===== config.mk =====
export PLATFORM = sky130hd
export DESIGN_NAME = ofdm_tx_cp_framer_flat
export DESIGN_NICKNAME = d
export VERILOG_FILES = /design/src/rtl/ofdm_tx_pkg.sv /design/src/rtl/ofdm_tx_cp_framer_if.sv /design/src/rtl/ofdm_tx_pingpong_ram.sv /design/src/rtl/ofdm_tx_cp_framer.sv /design/src/flat_wrapper.sv
export SDC_FILE = /design/constraint.sdc
export NUM_CORES = 2
export LEC_CHECK = 0
export CORE_MARGIN = 3
export CORE_UTILIZATION = 23
export DETAILED_ROUTE_END_ITERATION = 8
export DONT_BUFFER_PORTS = 1
export GPL_TIMING_DRIVEN = 0
export PLACE_DENSITY = 0.33
export REMOVE_ABC_BUFFERS = 1
export SKIP_CTS_REPAIR_TIMING = 1
export SYNTH_ARGS = -nofsm -noshare
export SYNTH_HDL_FRONTEND = slang
export SYNTH_SLANG_ARGS = --single-unit

===== constraint.sdc =====
create_clock -name Clk -period 3.55 [get_ports Clk]
set_input_delay 0.1775 -clock Clk [delete_from_list [all_inputs] [get_ports Clk]]
set_output_delay 0.1775 -clock Clk [all_outputs]
set_load 0.005 [all_outputs]

===== src/rtl/ofdm_tx_pkg.sv =====
// Shared constants, types and helpers for the OFDM TX cyclic-prefix framer.
package ofdm_tx_pkg;

    localparam int N_FFT   = 64;
    localparam int CP_LEN  = 16;
    localparam int DW      = 8;
    localparam int SYM_LEN = N_FFT + CP_LEN;
    localparam int DAC_W   = 14;
    localparam int AW      = $clog2(N_FFT);

    localparam logic [AW-1:0] CP_START  = AW'(N_FFT - CP_LEN);
    localparam logic [AW-1:0] LAST_ADDR = AW'(N_FFT - 1);

    typedef enum logic [1:0] {
        IDLE = 2'd0,
        CP   = 2'd1,
        BODY = 2'd2
    } rd_state_e;

    typedef struct packed {
        logic [DW-1:0] re;
        logic [DW-1:0] im;
    } iq_t;

    // DAC word keeps the top DW-1 bits of each rail; the LSB is simply truncated.
    function automatic logic [DAC_W-1:0] dac_pack(input iq_t s);
        return {s.re[DW-1:1], s.im[DW-1:1]};
    endfunction

endpackage


===== src/rtl/ofdm_tx_cp_framer_if.sv =====
// Input sample stream from the IFFT into the framer (valid/ready handshake).
interface ofdm_tx_cp_framer_if;
    import ofdm_tx_pkg::*;

    logic [DW-1:0] ifft_din_re;
    logic [DW-1:0] ifft_din_im;
    logic [7:0]    ifft_din_index;
    logic          ifft_din_vld;
    logic          ifft_din_rdy;

    modport master (
        output ifft_din_re, ifft_din_im, ifft_din_index, ifft_din_vld,
        input  ifft_din_rdy
    );

    modport slave (
        input  ifft_din_re, ifft_din_im, ifft_din_index, ifft_din_vld,
        output ifft_din_rdy
    );

endinterface


===== src/rtl/ofdm_tx_pingpong_ram.sv =====
// Two-bank simple dual-port sample RAM; the address MSB selects the bank, read data is registered.
module ofdm_tx_pingpong_ram
    import ofdm_tx_pkg::*;
(
    input  logic        Clk,
    input  logic        we,
    input  logic [AW:0] waddr,
    input  iq_t         wdata,
    input  logic        rd_en,
    input  logic [AW:0] raddr,
    output iq_t         rdata
);

    iq_t mem [2*N_FFT];

    // NOTE: the array has no reset so it maps onto block RAM; nothing downstream
    // looks at rdata until a bank has been fully written. Non-blocking writes
    // keep the read-before-write ordering identical in simulation and silicon.
    always_ff @(posedge Clk) begin
        if (we) begin
            mem[waddr] <= wdata;
        end
        if (rd_en) begin
            rdata <= mem[raddr];
        end
    end

endmodule


===== src/rtl/ofdm_tx_cp_framer.sv =====
// Buffers IFFT symbols in a ping-pong RAM and replays each as cyclic prefix + body.
module ofdm_tx_cp_framer
    import ofdm_tx_pkg::*;
(
    input  logic                 Clk,
    input  logic                 Rst_n,
    ofdm_tx_cp_framer_if.slave   din,
    output logic [DW-1:0]        tx_dout_re,
    output logic [DW-1:0]        tx_dout_im,
    output logic                 tx_dout_vld,
    output logic                 tx_dout_sos,
    output logic [DAC_W-1:0]     dac_data,
    output logic [15:0]          sym_cnt,
    output logic                 idx_err
);

    logic [1:0]    full;
    logic          wr_bank;
    logic [AW-1:0] wr_cnt;
    logic [AW-1:0] wr_addr;
    logic          accept, idx_match, idx_restart, wr_en, wr_done;
    iq_t           wr_data;

    rd_state_e     state, state_nxt;
    logic          rd_bank;
    logic [AW-1:0] rd_addr, rd_addr_nxt;
    logic          rd_en, rd_first, rd_done, other_ready;
    logic          pipe_vld, pipe_sos;
    iq_t           rd_data, out_s;

    assign din.ifft_din_rdy = ~full[wr_bank];
    assign accept      = din.ifft_din_vld & din.ifft_din_rdy;
    assign idx_match   = din.ifft_din_index == 8'(wr_cnt);
    assign idx_restart = ~idx_match & (din.ifft_din_index == 8'd0);
    assign wr_en       = accept & (idx_match | idx_restart);
    assign wr_addr     = idx_restart ? '0 : wr_cnt;
    assign wr_done     = wr_en & (wr_addr == LAST_ADDR);
    assign wr_data     = '{re: din.ifft_din_re, im: din.ifft_din_im};

    always_ff @(posedge Clk or negedge Rst_n) begin
        if (!Rst_n) begin
            wr_bank <= 1'b0;
            wr_cnt  <= '0;
            idx_err <= 1'b0;
        end else if (accept) begin
            if (!idx_match) begin
                idx_err <= 1'b1;
            end
            if (wr_done) begin
                wr_cnt  <= '0;
                wr_bank <= ~wr_bank;
            end else if (wr_en) begin
                wr_cnt <= wr_addr + 1'b1;
            end
        end
    end

    // Writer and reader always own different banks, so set and clear never collide.
    always_ff @(posedge Clk or negedge Rst_n) begin
        if (!Rst_n) begin
            full <= '0;
        end else begin
            if (wr_done) full[wr_bank] <= 1'b1;
            if (rd_done) full[rd_bank] <= 1'b0;
        end
    end

    // A bank completing on the reader's final BODY cycle still chains without a gap.
    assign other_ready = full[~rd_bank] | (wr_done & (wr_bank != rd_bank));

    // NOTE: every output of this block gets a default first, so no path can
    // leave a signal unassigned and infer a latch.
    always_comb begin
        state_nxt   = state;
        rd_addr_nxt = rd_addr;
        rd_en       = 1'b0;
        rd_first    = 1'b0;
        rd_done     = 1'b0;
        unique case (state)
            IDLE: begin
                rd_addr_nxt = CP_START;
                if (full[rd_bank]) state_nxt = CP;
            end
            CP: begin
                rd_en       = 1'b1;
                rd_first    = rd_addr == CP_START;
                rd_addr_nxt = rd_addr + 1'b1;
                if (rd_addr == LAST_ADDR) state_nxt = BODY;
            end
            BODY: begin
                rd_en       = 1'b1;
                rd_addr_nxt = rd_addr + 1'b1;
                if (rd_addr == LAST_ADDR) begin
                    rd_done     = 1'b1;
                    rd_addr_nxt = CP_START;
                    state_nxt   = other_ready ? CP : IDLE;
                end
            end
            default: state_nxt = IDLE;
        endcase
    end

    always_ff @(posedge Clk or negedge Rst_n) begin
        if (!Rst_n) begin
            state   <= IDLE;
            rd_addr <= '0;
            rd_bank <= 1'b0;
            sym_cnt <= '0;
        end else begin
            state   <= state_nxt;
            rd_addr <= rd_addr_nxt;
            if (rd_done) begin
                rd_bank <= ~rd_bank;
                sym_cnt <= sym_cnt + 1'b1;
            end
        end
    end

    ofdm_tx_pingpong_ram u_ram (
        .Clk   (Clk),
        .we    (wr_en),
        .waddr ({wr_bank, wr_addr}),
        .wdata (wr_data),
        .rd_en (rd_en),
        .raddr ({rd_bank, rd_addr}),
        .rdata (rd_data)
    );

    assign out_s = pipe_vld ? rd_data : '0;

    always_ff @(posedge Clk or negedge Rst_n) begin
        if (!Rst_n) begin
            pipe_vld    <= 1'b0;
            pipe_sos    <= 1'b0;
            tx_dout_vld <= 1'b0;
            tx_dout_sos <= 1'b0;
            tx_dout_re  <= '0;
            tx_dout_im  <= '0;
            dac_data    <= '0;
        end else begin
            pipe_vld    <= rd_en;
            pipe_sos    <= rd_first;
            tx_dout_vld <= pipe_vld;
            tx_dout_sos <= pipe_sos;
            tx_dout_re  <= out_s.re;
            tx_dout_im  <= out_s.im;
            dac_data    <= dac_pack(out_s);
        end
    end

endmodule

===== src/flat_wrapper.sv =====
// flat-port wrapper written by rule: the top's interface ports become plain ports
module ofdm_tx_cp_framer_flat import ofdm_tx_pkg::*;
  (Clk, Rst_n, tx_dout_re, tx_dout_im, tx_dout_vld, tx_dout_sos, dac_data, sym_cnt, idx_err, din_ifft_din_re, din_ifft_din_im, din_ifft_din_index, din_ifft_din_vld, din_ifft_din_rdy);
  ofdm_tx_cp_framer_if din_i ();
  input  logic Clk;
  input  logic Rst_n;
  output logic [DW-1:0] tx_dout_re;
  output logic [DW-1:0] tx_dout_im;
  output logic tx_dout_vld;
  output logic tx_dout_sos;
  output logic [DAC_W-1:0] dac_data;
  output logic [15:0] sym_cnt;
  output logic idx_err;
  input wire logic [$bits(din_i.ifft_din_re)-1:0] din_ifft_din_re;
  input wire logic [$bits(din_i.ifft_din_im)-1:0] din_ifft_din_im;
  input wire logic [$bits(din_i.ifft_din_index)-1:0] din_ifft_din_index;
  input wire logic [$bits(din_i.ifft_din_vld)-1:0] din_ifft_din_vld;
  output wire logic [$bits(din_i.ifft_din_rdy)-1:0] din_ifft_din_rdy;
  assign din_i.ifft_din_re = din_ifft_din_re;
  assign din_i.ifft_din_im = din_ifft_din_im;
  assign din_i.ifft_din_index = din_ifft_din_index;
  assign din_i.ifft_din_vld = din_ifft_din_vld;
  assign din_ifft_din_rdy = din_i.ifft_din_rdy;
  ofdm_tx_cp_framer u_core (.Clk(Clk), .Rst_n(Rst_n), .din(din_i), .tx_dout_re(tx_dout_re), .tx_dout_im(tx_dout_im), .tx_dout_vld(tx_dout_vld), .tx_dout_sos(tx_dout_sos), .dac_data(dac_data), .sym_cnt(sym_cnt), .idx_err(idx_err));
endmodule

## After elaboration in Yosys (flattened, before gate mapping)

Memory sizes are Yosys's and may differ from the RTL's. A register that Yosys moved wholly into a read port is not among the register bits.
Cells that the tools add are included.

- Bits of input ports: 27
- Memories: 1
- Bits in writable memories: 2048
- Output and inout bits: 50
- Register bits: 69

Memories:

| name | depth | width | read ports | clocked after Yosys merged registers in | wr ports | line | RTL |
|---|---|---|---|---|---|---|---|
| u_core.u_ram.mem | 128 | 16 | 1 | 1 | 1 | ofdm_tx_pingpong_ram.sv:14 | `iq_t mem [2*N_FFT];` |

- Mux-type cells: 29
- $add $sub $neg: 3
- Eq/ne operators: 10
- Reduce and logical (&&, ||, !) cells: 11
- Bitwise gates (word level): 14
- Magnitude comparators: 5

Operators with widths:

| kind | number |
|---|---|
| two-way mux 6 bit | 4 |
| equality test 6 bit (second input constant) | 3 |
| case mux 6 bit (3 select lines) | 1 |
| adder 16 x 1 -> 16 bit (second input constant) | 1 |
| two-way mux 16 bit | 1 |
| two-way mux 1 bit | 15 |
| adder 6 x 1 -> 6 bit (second input constant) | 2 |
| two-way mux 2 bit | 5 |
| equality test 8 x 6 -> 1 bit | 1 |
| zero test 8 bit | 1 |
| less-than comparator 1 x 2 -> 1 bit (second input constant) | 3 |
| != test 2 x 1 -> 1 bit (second input constant) | 3 |
| case mux 2 bit (3 select lines) | 1 |
| AND reduction 2 bit | 3 |
| AND 1 bit | 5 |
| NOT 1 bit | 4 |
| AND reduction 3 bit | 1 |
| nonzero test 3 bit | 1 |
| AND 2 bit | 1 |
| demux 1 bit (select 1 bit) | 2 |
| equality test 2 x 1 -> 1 bit (second input constant) | 1 |
| equality test 2 bit (second input constant) | 1 |
| greater-or-equal comparator 1 bit (second input constant) | 2 |
| logical AND 1 bit | 2 |
| other kinds (7) | 8 |

## Longest topological paths before layout

- Depth after elaboration: 11
- Gate-level depth with buffers: 12
- Depth with buffers taken out: 10

## By module

From an unflattened synthesis, not the netlist that was laid out.

- Cell total of the unflattened synthesis: 3342
- Area, all modules: 81446.9 um2

By module, submodules not included:

| module | times used | cells an instance | area an instance (um2) | sequential area each (um2) |
|---|---|---|---|---|
| ofdm_tx_pingpong_ram | 1 | 3086 | 78683.0 | 61979.4 |
| ofdm_tx_cp_framer | 1 | 256 | 2763.9 | 1376.3 |

## Worst setup path after synthesis

OpenSTA, ideal clock, no wires.

- Path type: register to register
- Start point: reg u_core.wr_cnt[4]
- End point: mem u_core.u_ram.mem[37][0] (netlist bit) (enable)
- Stages on the path, launching flop included: 8
- Arrival time: 2666 ps
- Path buffers: 2
- Data required time: 3161 ps
- Setup time: 389 ps
- Setup slack: 495 ps
- Period minus slack after synthesis: 3055 ps
- Path through: dfrtp_1 clkbuf_1 xor2_1 o41a_1 nor2_1 nand4_1 clkbuf_1 nor2_1

- Longest elaborated chain between the ends: 7

RTL lines:

| item | line | RTL |
|---|---|---|
| from (decl) | ofdm_tx_cp_framer.sv:19 | `logic [AW-1:0] wr_cnt;` |
| from (signal assigned) | ofdm_tx_cp_framer.sv:53 | `wr_cnt <= wr_addr + 1'b1;` |
| equality test 8 x 6 -> 1 bit | ofdm_tx_cp_framer.sv:33 | `assign idx_match = din.ifft_din_index == 8'(wr_cnt);` |
| NOT 1 bit | ofdm_tx_cp_framer.sv:34 | `assign idx_restart = ~idx_match & (din.ifft_din_index == 8'd0);` |
| AND 1 bit | ofdm_tx_cp_framer.sv:34 |  |
| OR 1 bit | ofdm_tx_cp_framer.sv:35 | `assign wr_en = accept & (idx_match \| idx_restart);` |
| AND 1 bit | ofdm_tx_cp_framer.sv:35 |  |
| two-way mux 1 bit | ofdm_tx_pingpong_ram.sv:20 | `if (we) begin` |
| two-way mux 1 bit (implied by the code) | ofdm_tx_pingpong_ram.sv:21 | `mem[waddr] <= wdata;` |
| to (decl) | ofdm_tx_pingpong_ram.sv:14 |  |

Parallel ways exist; a longest one is shown, timed or not.

## Worst setup path after layout

- Start point: reg u_core.wr_cnt[5]
- End point: mem u_core.u_ram.mem[20][0] (netlist bit) (enable)

The elaborated chain is that of the path after synthesis.

==> impl_table.tex <==
\begin{tabular}{lr}
\hline
Metric & Value \\
\hline
\multicolumn{2}{l}{\textbf{Layout}} \\
Layout cell share with drive strength beyond 1 & 0.316 \\
Final cell count without fillers & 9,240 \\
Area growth syn-to-layout & 24.3\% \\
Filler Cell Count & 34,800 \\
Net count, final & 4,321 \\
\multicolumn{2}{l}{\textbf{Critical path}} \\
Reg2reg setup slack & -160 ps \\
Critical path fanouts, max & 13 \\
Critical path endpoint category & flop \\
Setup Crit Path Kind & flop to flop \\
CP required & 4130 ps \\
Critical Path AT & 4290 ps \\
Nature of the critical path startpoint & flop \\
\multicolumn{2}{l}{\textbf{STA}} \\
Number of max-slew violations in the final report & 0 \\
Top achievable clock speed & 270 MHz \\
Slew @ Worst Pin & 1300 ps \\
Final Critical Period & 3710 ps \\
RSZ-0062 raised after global routing & yes \\
Fin crit share & 1.05 \\
Setup total negative slack & -24,280 ps \\
Post-route setup slack & -160 ps \\
Clock skew & 48.6 ps \\
Final hold violation count & 0 \\
Final setup violation count & 342 \\
Relative max-transition margin & 0.134 \\
\multicolumn{2}{l}{\textbf{Logic synthesis}} \\
Dominant cell type by area after synthesis & edfxtp\_1 \\
Number of enable-type register cells in the synthesized netlist & 2,064 \\
Simple-gate area share of the yosys netlist & 0.0240 \\
Parity-gate share of the synthesized area counting xor and xnor cells & 0.00255 \\
Compound-Gate Fraction of Synth Area & 0.0283 \\
Proportion of synthesized area in mux cells & 0.156 \\
Proportion of netlist area held by the largest area contributor & 0.752 \\
Netlist area before placement & 82,500 um\^{}2 \\
Cells taking the most area after synthesis & edfxtp\_1, mux4\_2, mux2i\_1 \\
Commonest register cell after synthesis & edfxtp\_1 \\
Total of warnings raised by yosys & 0 \\
Post-synthesis async set-or-reset flop share & 0.0260 \\
Register area share after synthesis & 0.768 \\
Dominant combinational cell family by area after synthesis & multiplexers \\
Yosys reg bits & 2,119 \\
Adder-Cell Fraction of Synth Area & 0.00121 \\
Number of instances in the synthesized netlist & 3,861 \\
Mean instance size in the synthesized netlist & 21.4 um\^{}2 \\
Distinct cell type count of the synthesized netlist & 80 \\
\multicolumn{2}{l}{\textbf{Power and ir drop}} \\
Total design power & 52.3 mW \\
Sw power & 10.7 mW \\
Fraction of power spent switching nets & 0.205 \\
Internal power summed over all cells & 41.5 mW \\
Portion of total power attributed to combinational logic & 0.012 \\
Register share of total power & 0.525 \\
PD cells & 510 nW/um\^{}2 \\
Maximum ir drop on the vdd rail & 0.000385 V \\
Clock power frac & 0.462 \\
P\_leak & 30.8 nW \\
\multicolumn{2}{l}{\textbf{Routing}} \\
Detailed-route wire length per cell & 30.8 um \\
Detail-routed via count per cell & 4.44 \\
Overall routed net length & 284,000 um \\
First DRT Iteration DRCs & 3,773 \\
Detailed-routing iteration count for the pre-antenna-repair pass & 5 \\
Total vias in the final route & 41,000 \\
Post-route DRC violation count & 0 \\
Antenna viol nets, final & 0 \\
\multicolumn{2}{l}{\textbf{CTS}} \\
Number of CTS-inserted buffers & 239 \\
Clock transition at the registers of the reported paths & 60 ps \\
Depth of the CTS H-tree & 4 \\
Worst-skew pair later-pin latency & 900 ps \\
TritonCTS clock tree & yes \\
Clock Root Buffer & clkbuf\_16 \\
Clock buffer depth & 4 \\
Clock Sink Count & 2,119 \\
\multicolumn{2}{l}{\textbf{Global routing}} \\
Total global routing overflow & 0 \\
Number of global-route vias before repair & 41,300 \\
Pin count of the biggest net entering global routing & 129 \\
Global-route wire length before repair & 376,000 um \\
Overall fraction of global-route tracks in use & 0.149 \\
Number of antenna violations at the first check in global routing & 20 \\
\multicolumn{2}{l}{\textbf{Floorplanning}} \\
Effective utilization at floorplan & 0.231 \\
Cell Rows & 219 \\
Height of the die & 605 um \\
Die area & 366,000 um\^{}2 \\
Floorplan die width & 605 um \\
Boundary pin count & 77 \\
Area inside the core boundary & 356,000 um\^{}2 \\
\multicolumn{2}{l}{\textbf{Placement}} \\
Detail Placement HPWL & 170,000 um \\
Placed cell count & 8,553 \\
Placer Congestion & 0.725 \\
Buffers on Ports & 0 \\
\multicolumn{2}{l}{\textbf{Status}} \\
Run status & finished with violations \\
Violated checks & negative setup slack \\
\multicolumn{2}{l}{\textbf{Flow run}} \\
Reported max-cap violation count & 0 \\
\multicolumn{2}{l}{\textbf{Hold path}} \\
Class of the worst hold path & input port to flop \\
\hline
\end{tabular}
[routing by layer]
metal,share of wire,track usage,vias to the layer above
li1,-,-,17000
met1,0.46,0.212,22700
met2,0.48,0.245,966
met3,0.042,0.0214,279
met4,0.017,0.0258,2
met5,0.000025,0,-
[synthesized netlist by cell type, types with 10 or more instances]
library cell	instances
nor3_1	12
inv_1	10
buf_12	12
a221oi_1	10
nor2_1	171
mux2_2	29
a22oi_1	76
buf_6	26
and3_1	10
xnor2_1	15
o22ai_1	28
a211oi_1	11
mux4_2	460
nand2_1	143
a31oi_1	15
buf_1	11
buf_8	16
and2_1	25
mux2i_1	200
nand3_1	32
o21ai_0	36
a21oi_1	70
nor2b_1	12
edfxtp_1	2064
buf_4	28
buf_2	57
clkbuf_1	71
o221ai_1	15
dfrtp_1	55
[stage by stage]
step,instance area [um^2],util,hold WS (ps),setup WS [ps]
2_1_floorplan,80900,-,-118,-21060
3_3_place_gp,86800,0.244,-111,-39680
3_5_place_dp,90900,0.255,-111,-1550
4_1_cts,98400,0.276,-1100,-1570
5_1_grt,102000,0.287,34.6,-257
6_report,103000,0.288,66.7,-160
[cell families after synthesis]
kind of cell    after synthesis
compound gates              335
simple gates                447
mux                         696
xor+xnor                     24
buf+inv                     232
fa+ha+maj                     8
flops                      2119
[cell type report]
| class | instances | area (um^2) | area share |
|---|---|---|---|
| Antenna cell | 18 | 45.0 | 0.000439 |
| Tap cell | 4751 | 5940 | 0.0580 |
| Sequential cell | 2119 | 63400 | 0.618 |
| Multi-Input combinational cell | 1510 | 18900 | 0.184 |
| Timing Repair Buffer | 405 | 6750 | 0.0658 |
| Inverter | 11 | 72.6 | 0.000708 |
| Clock buffer | 298 | 6330 | 0.0617 |
| Clock inverter | 128 | 1120 | 0.0109 |
[worst max-delay path, cell delays in order (launching register included)]
cell	delay, ps
dfrtp_2	620
xnor2_1	170
nand4_1	230
o41a_2	600
nor3_2	530
nand2_2	500
nor2_4	520
buf_16	210
[state kept, by name (all words and copies together), names as in the netlist, 2 cells and up]
signal,cells
u_core.dac_data,2
u_core.full,2
u_core.rd_addr,6
u_core.state,2
u_core.sym_cnt,16
u_core.tx_dout_im,7
u_core.tx_dout_re,7
u_core.u_ram.mem,2048
u_core.u_ram.rdata,16
u_core.wr_cnt,6
[worst paths after layout]
kind	start	endpoint	cells past startpoint
worst min register to register	u_core.pipe_sos	u_core.tx_dout_sos	0
worst min-delay path	din_ifft_din_index[6]	u_core.wr_cnt[0]	5
worst max-delay path	u_core.wr_cnt[5]	u_core.u_ram.mem[20][0]	7
worst max register to register	u_core.wr_cnt[5]	u_core.u_ram.mem[20][0]	7
max in group asynchronous	Rst_n	u_core.rd_addr[0]	4
min in group asynchronous	Rst_n	u_core.sym_cnt[5]	4
[power by group through the flow]
stage / registers (mW) / logic [mW] / clock network, mW
3_5_place_dp: 28.0 / 0.0768 / 0
2_1_floorplan: 28.0 / 0.0457 / 0
5_1_grt: 27.4 / 0.706 / 25.9
3_3_place_gp: 28.0 / 0.0612 / 0
4_1_cts: 27.4 / 0.0768 / 25.0
6_report: 27.5 / 0.647 / 24.2
[placed cells by master (no fill, tap or decap), types with 38 or more instances in the layout]
cell type and n:
edfxtp_1 2064, mux4_2 461, clkbuf_16 257, mux2i_1 198
nand2_1 134, nor2_4 124, buf_4 120, buf_16 94
buf_12 80, a22oi_1 72, a21oi_1 66, buf_8 66
clkinv_1 60, clkbuf_1 51, dfrtp_1 45, clkinv_2 38
Note: power is estimated with default switching activity, not from simulation.
